## src/rtl/bcd_score_tracker.sv

```systemverilog
// N-digit BCD score engine: clamped-step increment, saturation at all-nines,
// committed high score with new-record flag, and milestone/level tracking.
module bcd_score_tracker #(
   parameter int NUM_DIGITS      = 6,
   parameter int MILESTONE_DIGIT = 2,
   parameter int LEVEL_W         = 3,
   parameter int MAX_LEVEL       = 7
) (
   input  logic                      clk,
   input  logic                      resetn,
   input  logic                      clear,
   input  logic                      inc_valid,
   input  logic [3:0]                inc_amount,
   input  logic                      commit,
   input  logic                      hs_clear,
   output logic [4*NUM_DIGITS-1:0]   score,
   output logic [4*NUM_DIGITS-1:0]   high_score,
   output logic                      new_record,
   output logic                      saturated,
   output logic                      milestone,
   output logic [LEVEL_W-1:0]        level
);

   localparam int SW = 4 * NUM_DIGITS;
   localparam int UL = 4 * MILESTONE_DIGIT;
   localparam logic [SW-1:0]      ALL_NINES = {NUM_DIGITS{4'h9}};
   localparam logic [LEVEL_W-1:0] LEVEL_MAX = LEVEL_W'(MAX_LEVEL);

   logic [SW-1:0]      score_q, score_d;
   logic [SW-1:0]      high_score_q, high_score_d;
   logic               new_record_q, new_record_d;
   logic               saturated_q, saturated_d;
   logic               milestone_q, milestone_d;
   logic [LEVEL_W-1:0] level_q, level_d;

   logic [3:0]    step;
   logic [4:0]    dsum;
   logic          carry;
   logic [SW-1:0] sum_raw;
   logic [SW-1:0] inc_score;
   logic          accept;
   logic          upper_change;

   assign step = (inc_amount > 4'd9) ? 4'd9 : inc_amount;

   // Ripple the decimal carry through every digit in a single cycle.
   always_comb begin
      carry   = 1'b0;
      dsum    = '0;
      sum_raw = '0;
      for (int i = 0; i < NUM_DIGITS; i++) begin
         dsum = {1'b0, score_q[4*i +: 4]} + {4'b0, carry};
         if (i == 0) dsum = dsum + {1'b0, step};
         if (dsum > 5'd9) begin
            dsum  = dsum - 5'd10;
            carry = 1'b1;
         end else begin
            carry = 1'b0;
         end
         sum_raw[4*i +: 4] = dsum[3:0];
      end
   end

   assign inc_score    = carry ? ALL_NINES : sum_raw;
   assign accept       = inc_valid && !clear && !saturated_q && (step != 4'd0);
   assign upper_change = inc_score[SW-1:UL] != score_q[SW-1:UL];

   always_comb begin
      score_d      = score_q;
      high_score_d = high_score_q;
      new_record_d = new_record_q;
      saturated_d  = saturated_q;
      milestone_d  = 1'b0;
      level_d      = level_q;

      if (clear) begin
         score_d      = '0;
         saturated_d  = 1'b0;
         level_d      = '0;
         new_record_d = 1'b0;
      end else if (accept) begin
         score_d = inc_score;
         if (carry) saturated_d = 1'b1;
         if (upper_change) begin
            milestone_d = 1'b1;
            if (level_q < LEVEL_MAX) level_d = level_q + 1'b1;
         end
      end

      // Commit sees the pre-update score and its flag result overrides clear.
      if (hs_clear) begin
         high_score_d = '0;
         new_record_d = 1'b0;
      end else if (commit) begin
         if (score_q > high_score_q) begin
            high_score_d = score_q;
            new_record_d = 1'b1;
         end else begin
            new_record_d = 1'b0;
         end
      end
   end

   always_ff @(posedge clk) begin
      if (!resetn) begin
         score_q      <= '0;
         high_score_q <= '0;
         new_record_q <= 1'b0;
         saturated_q  <= 1'b0;
         milestone_q  <= 1'b0;
         level_q      <= '0;
      end else begin
         score_q      <= score_d;
         high_score_q <= high_score_d;
         new_record_q <= new_record_d;
         saturated_q  <= saturated_d;
         milestone_q  <= milestone_d;
         level_q      <= level_d;
      end
   end

   assign score      = score_q;
   assign high_score = high_score_q;
   assign new_record = new_record_q;
   assign saturated  = saturated_q;
   assign milestone  = milestone_q;
   assign level      = level_q;

endmodule

```

## config.mk

```make
export PLATFORM = sky130hd
export DESIGN_NAME = bcd_score_tracker
export DESIGN_NICKNAME = d
export VERILOG_FILES = /design/src/rtl/bcd_score_tracker.sv
export SDC_FILE = /design/constraint.sdc
export NUM_CORES = 1
export LEC_CHECK = 0
export CORE_MARGIN = 3
export CORE_UTILIZATION = 50
export CTS_CLUSTER_SIZE = 25
export DETAILED_ROUTE_END_ITERATION = 7
export PLACE_DENSITY = 0.77
export SYNTH_ARGS = -nofsm -noshare
export SYNTH_HDL_FRONTEND = slang
export SYNTH_SLANG_ARGS = --single-unit
```

## constraint.sdc

```tcl
create_clock -name clk -period 8.7 [get_ports clk]
set_input_delay 0.87 -clock clk [delete_from_list [all_inputs] [get_ports clk]]
set_output_delay 0.87 -clock clk [all_outputs]
set_load 0.02 [all_outputs]
```

==> run_results.csv, run 1 <==
group,metric,value,unit
global_routing,grt_pass1_wl,19500,um
finish,areaGrowthSynthToFinish,27.7,%
route,drt_iter0_markers,244,
critical_path,crit_start,"inc_amount[2]",
route,wirelength,12200,um
floorplanning,ioPinCount,64,
power,cellPowerDensity,86.4,mW/mm^2
global_routing,grt_pass1_vias,4145,
synthesis,avgSynthCellArea,7.92,sq um
critical_path,criticalPathCategory,"in2reg",
synthesis,syn_nets,617,
route,wire_per_inst,16.3,um
floorplanning,die_w,100,um
flow_run,drv_cap,0,
route,drt_first_pass_iters,5,
timing,drv_slew,0,
placement,hpwl,8590,um
timing,fin_crit_sh,96.6,%
critical_path,crit_path_top_delay_cell,"clkdlybuf4s50_1",
synthesis,synth_edf_count,0,
floorplanning,dieArea,0.0101,sq mm
placement,numPortBuffers,63,
critical_path,worst_setup_path_start_kind,"input port",
min_path,worstHoldStart,"high_score[9]",
critical_path,critical_path_arrival,8.66,ns
synthesis,yosysWarnings,0,
cts,htree_levels,2,
power,irDropWorstVdd,92.2,uV
floorplanning,initial_core_util,52.8,%
synthesis,ys_seq_area_share,24.3,%
route,vias_per_cell,5.89,
placement,gp_congestion,0.875,
timing,setup_viol,0,
finish,seqCellArea,0.00108,sq mm
min_path,holdPathStages,2,
route,num_vias,4399,
cts,cts_tree,"built",
cts,cts_root_buf,"clkbuf_8",
cts,clk_pin_slew_worst_paths,0.11,ns
timing,tightestPinTransition,1.03,ns
finish,multi_input_area,0.00324,sq mm
timing,finalCriticalPeriod,8.40,ns
global_routing,grt_usage,23.5,%
finish,n_fill_cell,704,
finish,diodes,0,
route,ant_nets,0,
timing,fmax,0.119,GHz
critical_path,cp_max_fo,8,
critical_path,slowest_delay,0.48,ns
power,leakage,0.00204,uW
placement,dp_slack,-0.398,ns
global_routing,grt_overflow,0,
finish,drive_above_1_share,18.4,%
floorplanning,rows,33,
timing,worst_slack,0.299,ns
floorplanning,dieHeight,100,um
synthesis,synth_ff_type,"dfxtp_1",
critical_path,crit_top_cell,"ha_4",
floorplanning,core_area,0.00842,sq mm
cts,cts_sinks,54,
synthesis,synth_area,0.00445,sq mm
synthesis,synth_seq_cells,54,
cts,hold_buffers,0,
global_routing,antenna_found_initial,0,
critical_path,crit_required,8.96,ns
timing,skew,0.0125,ns
cts,clk_latency,0.33,ns
critical_path,rr_worst_depth,38,
finish,postLayoutCellArea,0.00568,sq mm
timing,hold_violations,0,
min_path,hp-class,"reg2reg",
cts,cts_buffers,5,
synthesis,synthCells,562,
outcome,status,"finished, final reports clean",
synthesis,synth_cell_types,72,
finish,final_nets,696,
critical_path,regToRegStartpoint,"score[0]",
critical_path,ff2ff_setup_slack,1.10,ns
synthesis,ys_async_sr_fraction,0,%
route,drc,0,
cts,clk_path_buf_depth,2,
placement,placed_cell_area,0.00541,sq mm
global_routing,grt_max_degree,50,
critical_path,cp-end-kind,"flop",
timing,slew_headroom,31.2,%
[cells by family (layout without fill, tap and decap cells)]
group	Yosys count	in the layout	share of synthesized area (%)
AO/OA/AOI/OAI	131	131	20.6
XOR/XNOR	14	14	2.76
adder cells (fa/ha/maj)	45	45	12.8
buffers and inverters	74	154	8.44
flip-flops	54	54	24.3
multiplexers	28	28	6.30
AND/OR/NAND/NOR	216	216	24.8
[stage by stage]
stage	std cells	utilization [%]	hold WS (ns)	total power [uW]	TNS, ns
2_1_floorplan	562	-	0.545	313	0
3_3_place_gp	736	64.2	0.458	334	-0.101
3_5_place_dp	736	64.2	0.465	337	-1.48
4_1_cts	744	65.7	0.483	487	0
5_1_grt	747	67.4	0.504	509	-0.00317
6_report	747	67.4	0.483	491	0
[cell usage after synthesis, types with 3 or more instances]
| cell type | n | area share (%) |
|---|---|---|
| buf_2 | 12 | 1.3 |
| a211oi_1 | 8 | 1.3 |
| nor3_1 | 13 | 1.5 |
| nor3_2 | 4 | 0.90 |
| nand3_1 | 11 | 1.2 |
| or2_2 | 5 | 0.70 |
| clkbuf_8 | 3 | 0.93 |
| a22oi_1 | 6 | 1.0 |
| o2111ai_1 | 3 | 0.59 |
| o21a_1 | 8 | 1.3 |
| a21oi_1 | 26 | 2.9 |
| nand3b_1 | 3 | 0.51 |
| nor2_1 | 49 | 4.1 |
| o21ai_0 | 25 | 2.8 |
| buf_6 | 6 | 1.5 |
| and3_1 | 4 | 0.56 |
| ha_1 | 44 | 12 |
| dfxtp_1 | 54 | 24 |
| o21bai_1 | 3 | 0.51 |
| xor2_1 | 4 | 0.79 |
| inv_1 | 34 | 2.9 |
| clkbuf_1 | 15 | 1.3 |
| a21o_1 | 8 | 1.3 |
| nand2_1 | 77 | 6.5 |
| o211ai_1 | 3 | 0.51 |
| nand4_1 | 5 | 0.70 |
| xnor2_1 | 10 | 2.0 |
| o311a_1 | 3 | 0.67 |
| nor3b_1 | 4 | 0.67 |
| a31oi_1 | 11 | 1.5 |
| o21ai_1 | 3 | 0.34 |
| mux2i_1 | 28 | 6.3 |
| nand2b_1 | 12 | 1.7 |
| nor2b_1 | 8 | 1.1 |
| and3b_1 | 3 | 0.59 |
[worst max-delay path, delay by kind of cell]
kind            cells  cell delay (ns)
mux                 1             0.21
buf+inv             6             0.94
fa+ha+maj          11             2.63
compound gates     12             1.91
simple gates       10             1.95
xor+xnor            1             0.17
[area by class of cell]
cell class / instances / area share [%]
clock buffers: 5 / 1.21
repair buffers: 111 / 17.6
well taps: 105 / 2.31
inverters: 35 / 2.31
clock inverters: 3 / 0.419
flip-flops and latches: 54 / 19.0
multi-input cells: 434 / 57.1
[what timing repair did]
item | CTS | global route
resized for setup | 7 | 25
endpoints found under the setup margin | 4 | 13
pin swaps | 7 | 18
setup buffers | 0 | 3
[cells in the final DEF (no fill, tap or decap), drive strengths merged, types with 9 or more instances in the layout]
cell / synthesis / layout
nand2: 77 / 77
clkdlybuf4s50: 0 / 62
dfxtp: 54 / 54
nor2: 50 / 50
buf: 21 / 48
ha: 44 / 44
inv: 35 / 36
mux2i: 28 / 28
o21ai: 28 / 28
a21oi: 27 / 27
nor3: 18 / 18
nand3: 12 / 12
nand2b: 12 / 12
a31oi: 11 / 11
xnor2: 10 / 10
a211oi: 9 / 9
[final timing paths]
| kind | end |
|---|---|
| worst max register to register | level[2] |
| worst max-delay path | level[2] |
| worst min register to register | high_score[9] |
| worst min-delay path | high_score[9] |
[metal layers]
metal	share of wire (%)	global-route usage (%)	vias up
met4	1.5	4.35	0
li1	-	-	2143
met5	0	0	-
met1	44	30.9	2102
met3	5.9	3.47	18
met2	49	41.0	136
[sequential cells by signal, indices dropped and copies added (netlist names)]
register and cells:
milestone 1, saturated 1, new_record 1, high_score 24, score 24, level 3
[power breakdown]
group	leakage (uW)	switching (uW)	total, uW	internal (uW)
Sequential	0.000436	4.84	254	249
Combinational	0.00156	43.8	79.7	35.9
Clock	0.0000408	99.1	157	58.0
Total	0.00204	148	491	343
(Power assumes the default switching activity.)
==> run 2, diff against run 1 <==
--- a/config.mk
+++ b/config.mk
@@ -5,11 +5,13 @@
 export SDC_FILE = /design/constraint.sdc
 export NUM_CORES = 1
 export LEC_CHECK = 0
+export CELL_PAD_IN_SITES_DETAIL_PLACEMENT = 2
+export CELL_PAD_IN_SITES_GLOBAL_PLACEMENT = 2
 export CORE_MARGIN = 3
-export CORE_UTILIZATION = 50
+export CORE_UTILIZATION = 29
 export CTS_CLUSTER_SIZE = 25
 export DETAILED_ROUTE_END_ITERATION = 7
-export PLACE_DENSITY = 0.77
+export PLACE_DENSITY_LB_ADDON = 0.1
 export SYNTH_ARGS = -nofsm -noshare
 export SYNTH_HDL_FRONTEND = slang
 export SYNTH_SLANG_ARGS = --single-unit
==> run_results.csv, run 2 (synthesized netlist as in run 1, its figures left out) <==
group,metric,value,unit
outcome,status,"finished, final reports clean",
critical_path,slowest_delay,0.51,ns
placement,placed_cell_area,0.00554,sq mm
floorplanning,dieArea,0.0169,sq mm
timing,slew_headroom,26.8,%
global_routing,grt_max_degree,50,
floorplanning,ioPinCount,64,
timing,finalCriticalPeriod,8.29,ns
timing,skew,0.00794,ns
floorplanning,dieHeight,130,um
route,drt_first_pass_iters,4,
route,drt_iter0_markers,148,
route,drc,0,
critical_path,ff2ff_setup_slack,1.18,ns
global_routing,grt_pass1_wl,25700,um
finish,areaGrowthSynthToFinish,34.1,%
cts,cts_sinks,54,
timing,fin_crit_sh,95.3,%
min_path,hp-class,"reg2reg",
route,num_vias,4475,
critical_path,crit_top_cell,"ha_4",
route,vias_per_cell,5.36,
flow_run,drv_cap,0,
route,ant_nets,0,
floorplanning,initial_core_util,30.2,%
floorplanning,core_area,0.0148,sq mm
timing,fin_hold_ws,0.477,ns
cts,hold_buffers,0,
timing,hold_violations,0,
finish,mostFrequentLayoutCells,"nand2_1, clkdlybuf4s50_1, dfxtp_1, buf_4, nor2_1",
placement,numPortBuffers,63,
global_routing,grt_overflow,0,
timing,fin_setup_tns,0,ns
timing,worst_slack,0.413,ns
cts,cts_buffers,5,
critical_path,criticalPathCategory,"in2reg",
timing,tightestPinTransition,1.10,ns
placement,dp_slack,-0.667,ns
critical_path,crit_path_top_delay_cell,"clkdlybuf4s50_1",
cts,htree_levels,2,
finish,final_core_util,40.4,%
power,leakage,0.00215,uW
finish,drive_above_1_share,19.8,%
cts,clk_pin_slew_worst_paths,0.07,ns
timing,setup_viol,0,
timing,fmax,0.121,GHz
critical_path,crit_required,8.94,ns
power,irDropWorstVdd,69.5,uV
floorplanning,rows,44,
critical_path,cp-end-kind,"flop",
cts,cts_root_buf,"clkbuf_16",
timing,drv_slew,0,
floorplanning,die_w,130,um
finish,postLayoutCellArea,0.00597,sq mm
finish,final_nets,705,
cts,clk_latency,0.31,ns
critical_path,cp_max_fo,9,
placement,hpwl,11600,um
power,cellPowerDensity,93.6,mW/mm^2
placement,gp_congestion,0.847,
finish,final_common_cell,"nand2_1",
global_routing,antenna_found_initial,0,
global_routing,grt_usage,19.3,%
critical_path,critical_path_arrival,8.52,ns
finish,diodes,0,
route,wire_per_inst,19.1,um
route,wirelength,15900,um
cts,clk_path_buf_depth,2,
global_routing,grt_pass1_vias,4740,
critical_path,worst_setup_path_start_kind,"input port",
cts,cts_tree,"built",
-- run 2: cell types whose count changed in the layout (fill, tap and decap cells not counted), moves of 2 or more --
| cell | previous run | this run |
|---|---|---|
| a21oi_4 | 0 | 2 |
| buf_4 | 46 | 54 |
| clkbuf_16 | 0 | 5 |
| clkbuf_8 | 5 | 1 |
| clkdlybuf4s50_1 | 62 | 60 |
| clkinvlp_4 | 2 | 0 |
| dlymetal6s2s_1 | 1 | 3 |
| ha_2 | 4 | 2 |
| ha_4 | 7 | 9 |
-- run 2: layout make-up --
| cell class | instances | area (sq um) |
|---|---|---|
| inverter | 35 | 134 |
| tap | 184 | 230 |
| fill | 1690 | 8790 |
| timing repair buffer | 120 | 1090 |
| clock buffer | 7 | 143 |
| multi-input combinational | 434 | 3290 |
| sequential | 54 | 1080 |
| clock inverter | 1 | 5.00 |
-- run 2: metrics by stage --
stage	cells	power, uW
2_1_floorplan	562	313
3_3_place_gp	818	339
3_5_place_dp	818	342
4_1_cts	830	566
5_1_grt	835	585
6_report	835	558
-- run 2: power by group --
group          internal, uW  switching (uW)  leakage, uW
Sequential              249            4.55     0.000436
Combinational          36.3            48.5      0.00164
Clock                   115             105    0.0000739
-- run 2: critical path, delay by kind of cell --
family / cells / cell delay [ns]
muxes: 1 / 0.19
buffers and inverters: 5 / 0.81
xor gates and xnor gates: 1 / 0.16
and+or+nand+nor: 10 / 1.63
adders and majority gates: 12 / 2.63
AOI/OAI and AO/OA: 11 / 2.21
-- run 2: repair_timing --
item | CTS | global route
resized for setup | 11 | 30
buffers inserted | 4 | 5
pin swaps | 10 | 27
setup endpoints to repair | 4 | 12
-- run 2: worst paths after layout --
| path | from | to | cells past startpoint |
|---|---|---|---|
| max | inc_amount[0] | level[2] | 40 |
| min | high_score[3] | high_score[3] | 2 |
| max reg2reg | score[0] | level[2] | 38 |
| min reg2reg | high_score[3] | high_score[3] | 2 |
-- run 2: per-layer routing --
metal,global-route usage (%),routed length (um),vias to the layer above,share of wire [%]
met2,33.5,7950,67,50
li1,-,-,2147,-
met5,0,0,-,0
met3,2.50,406,10,2.5
met1,25.9,7440,2251,47
met4,3.48,127,0,0.80
